--- src/rtl/simon_key_sched.sv ---
// simon_key_sched: key-side end of an iterative SIMON-128/128 round core.
//
// Expands a 128-bit master key into 68 64-bit round keys and holds them in
// local storage. It then streams one key per cycle, in forward order for
// encryption or reverse order for decryption. It also drives the round
// core's reset, so the core's round counter stays aligned with the stream.
//
// Ports:
//   clk       system clock
//   rst       synchronous active-high reset
//   start     request a new schedule (sampled only while ready=1)
//   encNdec   1 = encrypt (forward keys), 0 = decrypt (reverse keys)
//   key_in    master key, key_in[63:0] = k0, key_in[127:64] = k1
//   ready     idle, start will be accepted
//   core_rst  reset for the round core (high = core loads its input)
//   rk        round key for the core
//   rk_valid  rk is a live round key this cycle
//   ks_done   one-cycle pulse, coincident with the core's done
//
// Optional build macro SIMON_KS_ZEROIZE_EN:
//   - Clears all storage and the expansion shift pair in the DONE cycle
//     and on rst.
//   - Forces rk to 0 whenever rk_valid=0.
//   Timing is the same with or without the macro.
module simon_key_sched #(
   parameter int ROUNDS = 68,
   parameter int CW     = 7
) (
   input  logic         clk,
   input  logic         rst,
   input  logic         start,
   input  logic         encNdec,
   input  logic [127:0] key_in,
   output logic         ready,
   output logic         core_rst,
   output logic [63:0]  rk,
   output logic         rk_valid,
   output logic         ks_done
);

   // z2 sequence, index 0 is the leftmost (MSB) bit. Padded to 64 bits so
   // that any 6-bit position is in range.
   localparam logic [61:0]    Z2      = 62'b10101111011100000011010010011000101000010001111110010110110011;
   localparam logic [63:0]    Z2W     = {2'b00, Z2};
   localparam logic [63:0]    C_CONST = 64'hFFFF_FFFF_FFFF_FFFC;
   localparam logic [CW-1:0]  LAST    = CW'(ROUNDS - 1);

   function automatic logic [63:0] ror64(input logic [63:0] x, input int unsigned n);
      return (x >> n) | (x << (64 - n));
   endfunction

   typedef enum logic [1:0] {IDLE, EXPAND, STREAM, DONE} state_t;

   state_t                   state, state_nxt;
   logic [CW-1:0]            cnt, rd_idx, z_i;
   logic [5:0]               z_pos;
   logic                     enc;
   logic [ROUNDS-1:0][63:0]  mem;
   logic [63:0]              ka, kb, k_new, rk_rd, rk_hold;

   // The next key is k[cnt], built from k[cnt-2] (ka) and k[cnt-1] (kb).
   // Its z bit is index (cnt-2) mod 62, counted from the MSB of Z2.
   always_comb begin
      z_i = cnt - CW'(2);
      if (z_i >= CW'(62)) z_i = z_i - CW'(62);
      z_pos = 6'(CW'(61) - z_i);
      k_new = C_CONST ^ {63'd0, Z2W[z_pos]} ^ ka ^ ror64(kb, 3) ^ ror64(kb, 4);
   end

   // Combinational read: forward index when encrypting, mirrored when decrypting.
   always_comb begin
      rd_idx = enc ? cnt : (LAST - cnt);
      rk_rd  = mem[rd_idx];
   end

   always_comb begin
      state_nxt = state;
      ready     = 1'b0;
      core_rst  = 1'b1;
      rk_valid  = 1'b0;
      ks_done   = 1'b0;
      case (state)
         IDLE: begin
            ready = 1'b1;
            if (start) state_nxt = EXPAND;
         end
         EXPAND: begin
            if (cnt == LAST) state_nxt = STREAM;
         end
         STREAM: begin
            core_rst = 1'b0;
            rk_valid = 1'b1;
            if (cnt == LAST) state_nxt = DONE;
         end
         default: begin
            ks_done   = 1'b1;
            state_nxt = IDLE;
         end
      endcase
   end

   // Control: state, round/address counter and the held rk value.
   always_ff @(posedge clk) begin
      if (rst) begin
         state   <= IDLE;
         cnt     <= '0;
         rk_hold <= '0;
      end else begin
         state <= state_nxt;
         case (state)
            IDLE:    if (start) cnt <= CW'(2);
            EXPAND:  cnt <= (cnt == LAST) ? '0 : cnt + CW'(1);
            STREAM: begin
               rk_hold <= rk_rd;
               cnt     <= (cnt == LAST) ? '0 : cnt + CW'(1);
            end
            default: cnt <= '0;
         endcase
      end
   end

   // Key storage and expansion shift pair. The two operands of each step
   // are carried in ka/kb, so the array needs only one write per cycle.
   always_ff @(posedge clk) begin
`ifdef SIMON_KS_ZEROIZE_EN
      if (rst || state == DONE) begin
         mem <= '0;
         ka  <= '0;
         kb  <= '0;
      end else
`endif
      if (state == IDLE && start) begin
         mem[0] <= key_in[63:0];
         mem[1] <= key_in[127:64];
         ka     <= key_in[63:0];
         kb     <= key_in[127:64];
         enc    <= encNdec;
      end else if (state == EXPAND) begin
         mem[cnt] <= k_new;
         ka       <= kb;
         kb       <= k_new;
      end
   end

`ifdef SIMON_KS_ZEROIZE_EN
   assign rk = rk_valid ? rk_rd : 64'd0;
`else
   assign rk = (state == STREAM) ? rk_rd : rk_hold;
`endif

endmodule

--- config.mk ---
export PLATFORM = sky130hd
export DESIGN_NAME = simon_key_sched
export DESIGN_NICKNAME = d
export VERILOG_FILES = /design/src/rtl/simon_key_sched.sv
export SDC_FILE = /design/constraint.sdc
export NUM_CORES = 2
export LEC_CHECK = 0
export CORE_ASPECT_RATIO = 0.7
export CORE_UTILIZATION = 55
export CTS_CLUSTER_DIAMETER = 30
export DETAILED_ROUTE_END_ITERATION = 10
export PLACE_DENSITY = 0.71
export SETUP_SLACK_MARGIN = 0.4
export SYNTH_ARGS = -nofsm -noshare
export SYNTH_HDL_FRONTEND = slang
export SYNTH_SLANG_ARGS = --single-unit
--- constraint.sdc ---
create_clock -name clk -period 9.3 [get_ports clk]
set_clock_uncertainty 0.15 [all_clocks]
set_input_delay 1.86 -clock clk [delete_from_list [all_inputs] [get_ports clk]]
set_output_delay 1.86 -clock clk [all_outputs]
set_load 0.02 [all_outputs]
==> results.md <==
Pwr:
- Summed over all cells, the static leakage comes to between 70 and 80 nW.
- The power density over the cells is between 300 and 400 mW/mm2.
- Across the VDD grid, the largest voltage drop is between 0.7 and 0.8 mV.

Global route:
- The first global-routing pass estimated between 700,000 and 800,000 um of wire.
- Entering global routing, the biggest net connects approximately 150 pins.
- The initial antenna violation count is 5.
- The via count of the first global-routing pass is ~110k.
- The total overflow left after global routing is 0.
- The overall track demand over capacity in global routing is between 30% and 40%.

Synth:
- The synthesized design contains roughly 4,500 enable-type register cells.
- The number of warnings reported in the yosys synthesis log is 0.
- The proportion of register bits with asynchronous set or reset after synthesis is 0%.
- In this run the biggest area consumer among cell types represents around 69% of the synthesized area.
- The synthesized net count is 9,317.
- The most used flip-flop cell after synthesis is edfxtp_1.
- Yosys attributes the largest share of cell area to edfxtp_1 69%, mux4_2 23%, nand2_1 1.2%.
- Summing every instance area after synthesis gives a little under 0.2 mm2.
- Of the synthesized area, sequential elements account for 69.59%.
- The flip-flop and latch count after synthesis is roughly 4,600.
- The count of mapped cells out of synthesis is between 9,000 and 10,000.
- Each instance of the synthesized netlist takes up on average roughly 21 um2.
- The cell taking the most area after synthesis is edfxtp_1.
- The distinct cell type count after synthesis is 66.

Setup path:
- The startpoint-to-endpoint class of the critical path is flop to primary output.
- The setup slack of the worst register-to-register path is between 2 and 3 ns.
- The timing endpoint of the critical path is rk[3].
- In this design, the critical path's most frequently occurring cell is mux4_2.
- The critical path data arrival time is about 6.8 ns.
- In this run the worst path has a maximum fanout of a little under 50.
- The end of the worst register-to-register path is mem[3584]$_DFFE_PP_.
- The cell with the largest stage delay on the worst path is nor4_1.
- Walking the worst path, the cells encountered are buf_12 > buf_4 > mux4_2 > mux4_2 > nand2_1 > a21oi_1 > nor4_1 > o311ai_1 > o21a_1 > clkdlybuf4s50_1.
- The worst register-to-register path begins at cnt[1]$_SDFFE_PP0P_.
- On the worst path, the slowest cell contributes a delay of 1.17 ns.
- The nature of the critical path endpoint is a primary output.
- The worst setup path is launched from a flop.
- Tracing the worst setup path back leads to its startpoint at cnt[1]$_SDFFE_PP0P_.
- Data on the critical path is required at its endpoint by between 7 and 8 ns.
- The number of cells on the worst reg-to-reg path is 17.

Routing:
- After detailed routing, the average wire length per cell comes to 36.46 um.
- The DRC violations left is 0.
- After the first detailed-routing iteration, the DRC count stood at around 16,000.
- The via count is 105,208.
- The per-cell via count in the routed design is between 7 and 8.
- The detail route stage leaves a number of antenna-violating nets equal to 0.
- Before antenna repair, the detailed router went through 6 iterations.
- The final layout contains routed wiring with a total length of 542,300 um.

Clocking:
- The maximum level of the CTS H-tree is 6.
- The total number of clock tree sinks is roughly 4,600.
- The setup fix buffers added after clock tree synthesis is 0.
- In this run the clock root is driven by a clkbuf_16.
- The clock reaches the later pin of the worst-skew pair after approximately 0.96 ns.
- The longest clock path from root to sink contains 4 buffers.
- The post-cts sizing count is 0.
- The count of hold-fix buffers inserted at cts is 0.
- TritonCTS built the clock tree.
- The CTS buffer count is a little over 600.
- Clock-pin slew was measured on the worst setup and hold paths at about 0.050 ns.

Place:
- The HPWL after detailed placement is 295,400 um.
- The count of port buffers added during placement is approximately 200.
- The cell count after placement is between 10,000 and 15,000.
- The placer congestion estimate is around 0.85.

Floorplanning:
- The total die area is about 0.36 mm2.
- The core region is about 0.35 mm2.
- The initial utilization of the core area, before any placement, comes to between 50% and 60%.
- The die boundary width is just over 700 um.
- In this run the count of I/O pins placed on the die edge is 200.
- The cell row count is 182.
- The floorplan step set the die height to roughly 500 um.

STA:
- Setup violations remaining at the end of the flow were counted as 0.
- The relative slew slack is under 10%.
- The worst path uses 94.41% of the clock period.
- For the final routed database, the setup TNS stands at 0 ns.
- The final number of hold-violating endpoints is 0.
- The worst path in the final design needs a cycle of slightly below 9 ns, including I/O delays and setup.
- The final max-slew violation count is 0.
- Based on the critical path, the design can be clocked at up to 0.1139 GHz.
- Setup repair after global routing left no endpoint under its margin.
- For the pin with the worst max-slew slack, the measured transition is between 1 and 1.5 ns.

Status:
- The run finished with clean final reports.

Cells and area:
- Leaving out filler cells and counting taps, the final layout contains between 10,000 and 15,000.
- The area growth from synthesis to final layout is 15.32%.
- The share of final-layout standard cells stronger than drive strength 1 is 34.71%.
- The final layout contains around 10,000 nets.
- The repair_antennas step left the layout with diodes totalling 0.

Worst hold path:
- In this run the worst hold path is classified as flop to flop.

Run:
- Across the run, the number of max-cap violations was 0.
-- final cells by class --
type / count / area [um2]
clock buffer: 689 / 16020
clock inverter: 409 / 4589
fill: 22623 / 127100
inverter: 16 / 77.57
multi-input combinational: 3969 / 57650
sequential: 4554 / 136000
tap: 4692 / 5871
timing repair buffer: 544 / 5155
-- stage by stage --
step           hold slack (ns)  utilization, %  setup slack [ns]  total power, W  instance area [um2]
6_report                0.4216           63.94            0.5194         0.08590               225400
5_1_grt                 0.4490           63.94            0.4477         0.08842               225400
4_1_cts                 0.4257           63.94            0.5513         0.08582               225400
3_5_place_dp            0.4087           58.09             1.565         0.06224               204800
3_3_place_gp            0.3675           58.09             1.649         0.06100               204800
2_1_floorplan           0.3605               -             2.866         0.05246               195500
-- report_power, final --
part	leakage, nW	total [W]	internal, W	switching [W]
Clock	9.96	0.0237	0.0146	0.00911
Sequential	41.0	0.0341	0.0334	0.000740
Combinational	20.8	0.0281	0.00965	0.0184
Total	71.8	0.0859	0.0576	0.0283
-- worst max-delay path: cells and delay by family (launching register included) --
kind | cells | cell delay, ns
multiplexers | 2 | 1.07
flip-flops | 1 | 1.08
AO/OA/AOI/OAI | 3 | 0.65
AND/OR/NAND/NOR | 2 | 1.26
buffers and inverters | 3 | 1.65
-- metal layers --
| metal | up-vias | wire (um) | track usage, % |
|---|---|---|---|
| met5 | - | 46 | 0 |
| met4 | 8 | 22460 | 11.30 |
| met3 | 1204 | 69670 | 6.967 |
| met2 | 7711 | 250000 | 45.70 |
| met1 | 55954 | 200100 | 43.98 |
| li1 | 40331 | - | - |
-- kinds of logic (layout without fill, tap and decap cells) --
logic type / after synthesis / count (layout) / share of synthesized area [%]
multiplexers: 2115 / 2115 / 23.53
flip-flops: 4554 / 4554 / 69.59
AND/OR/NAND/NOR: 1194 / 1194 / 2.847
adder cells (fa/ha/maj): 16 / 16 / 0.1024
AO/OA/AOI/OAI: 500 / 500 / 1.764
XOR/XNOR: 144 / 144 / 0.6530
buffers and inverters: 646 / 1658 / 1.509
-- registers in the layout, indices dropped and copies added, names as in the netlist --
name and flops:
kb 64, state 2, mem 4352, cnt 7, enc 1, ka 64
rk_hold 64
-- cells in the final DEF (no fill, tap or decap), types with 56 or more instances in the layout --
cell             count
clkinv_1            70
clkinv_4            56
o311ai_1            64
edfxtp_1          4481
clkbuf_16          631
mux4_2            1984
nand2_1            601
nor2_1              88
nor4_1              64
o21ai_0             68
clkbuf_1            57
clkdlybuf4s50_1    198
o21a_1             126
o221ai_1            67
mux2i_1            129
buf_4              300
nor2b_1            262
clkinv_2            70
dfxtp_1             70
xor2_1              64
xnor2_2             67
bufinv_16           76
a21oi_1            137
nor2_4              70
or2_2               62
inv_6               65
-- worst min-delay path by stage --
stage / from / endpoint / slack (ns) / cells past startpoint
3_5_place_dp: rk_hold[18]$_SDFF_PP0_ / rk_hold[18]$_SDFF_PP0_ / 0.41 / 2
5_1_grt: rk_hold[6]$_SDFF_PP0_ / rk_hold[6]$_SDFF_PP0_ / 0.45 / 2
3_3_place_gp: state[0]$_SDFFE_PP0P_ / state[0]$_SDFFE_PP0P_ / 0.37 / 2
6_report: rk_hold[22]$_SDFF_PP0_ / rk_hold[22]$_SDFF_PP0_ / 0.42 / 2
4_1_cts: rk_hold[60]$_SDFF_PP0_ / rk_hold[60]$_SDFF_PP0_ / 0.43 / 2
2_1_floorplan: state[0]$_SDFFE_PP0P_ / state[0]$_SDFFE_PP0P_ / 0.36 / 2
-- synth_stat cells, types with 68 or more instances --
library cell / n
edfxtp_1: 4481
mux4_2: 1984
nand2_1: 602
buf_2: 275
nor2b_1: 262
clkbuf_1: 249
nor2_1: 158
a21oi_1: 138
mux2i_1: 129
o21a_1: 126
xnor2_1: 77
dfxtp_1: 73
nor4_1: 68
o21ai_0: 68
Power figures use the tool's default switching activity.
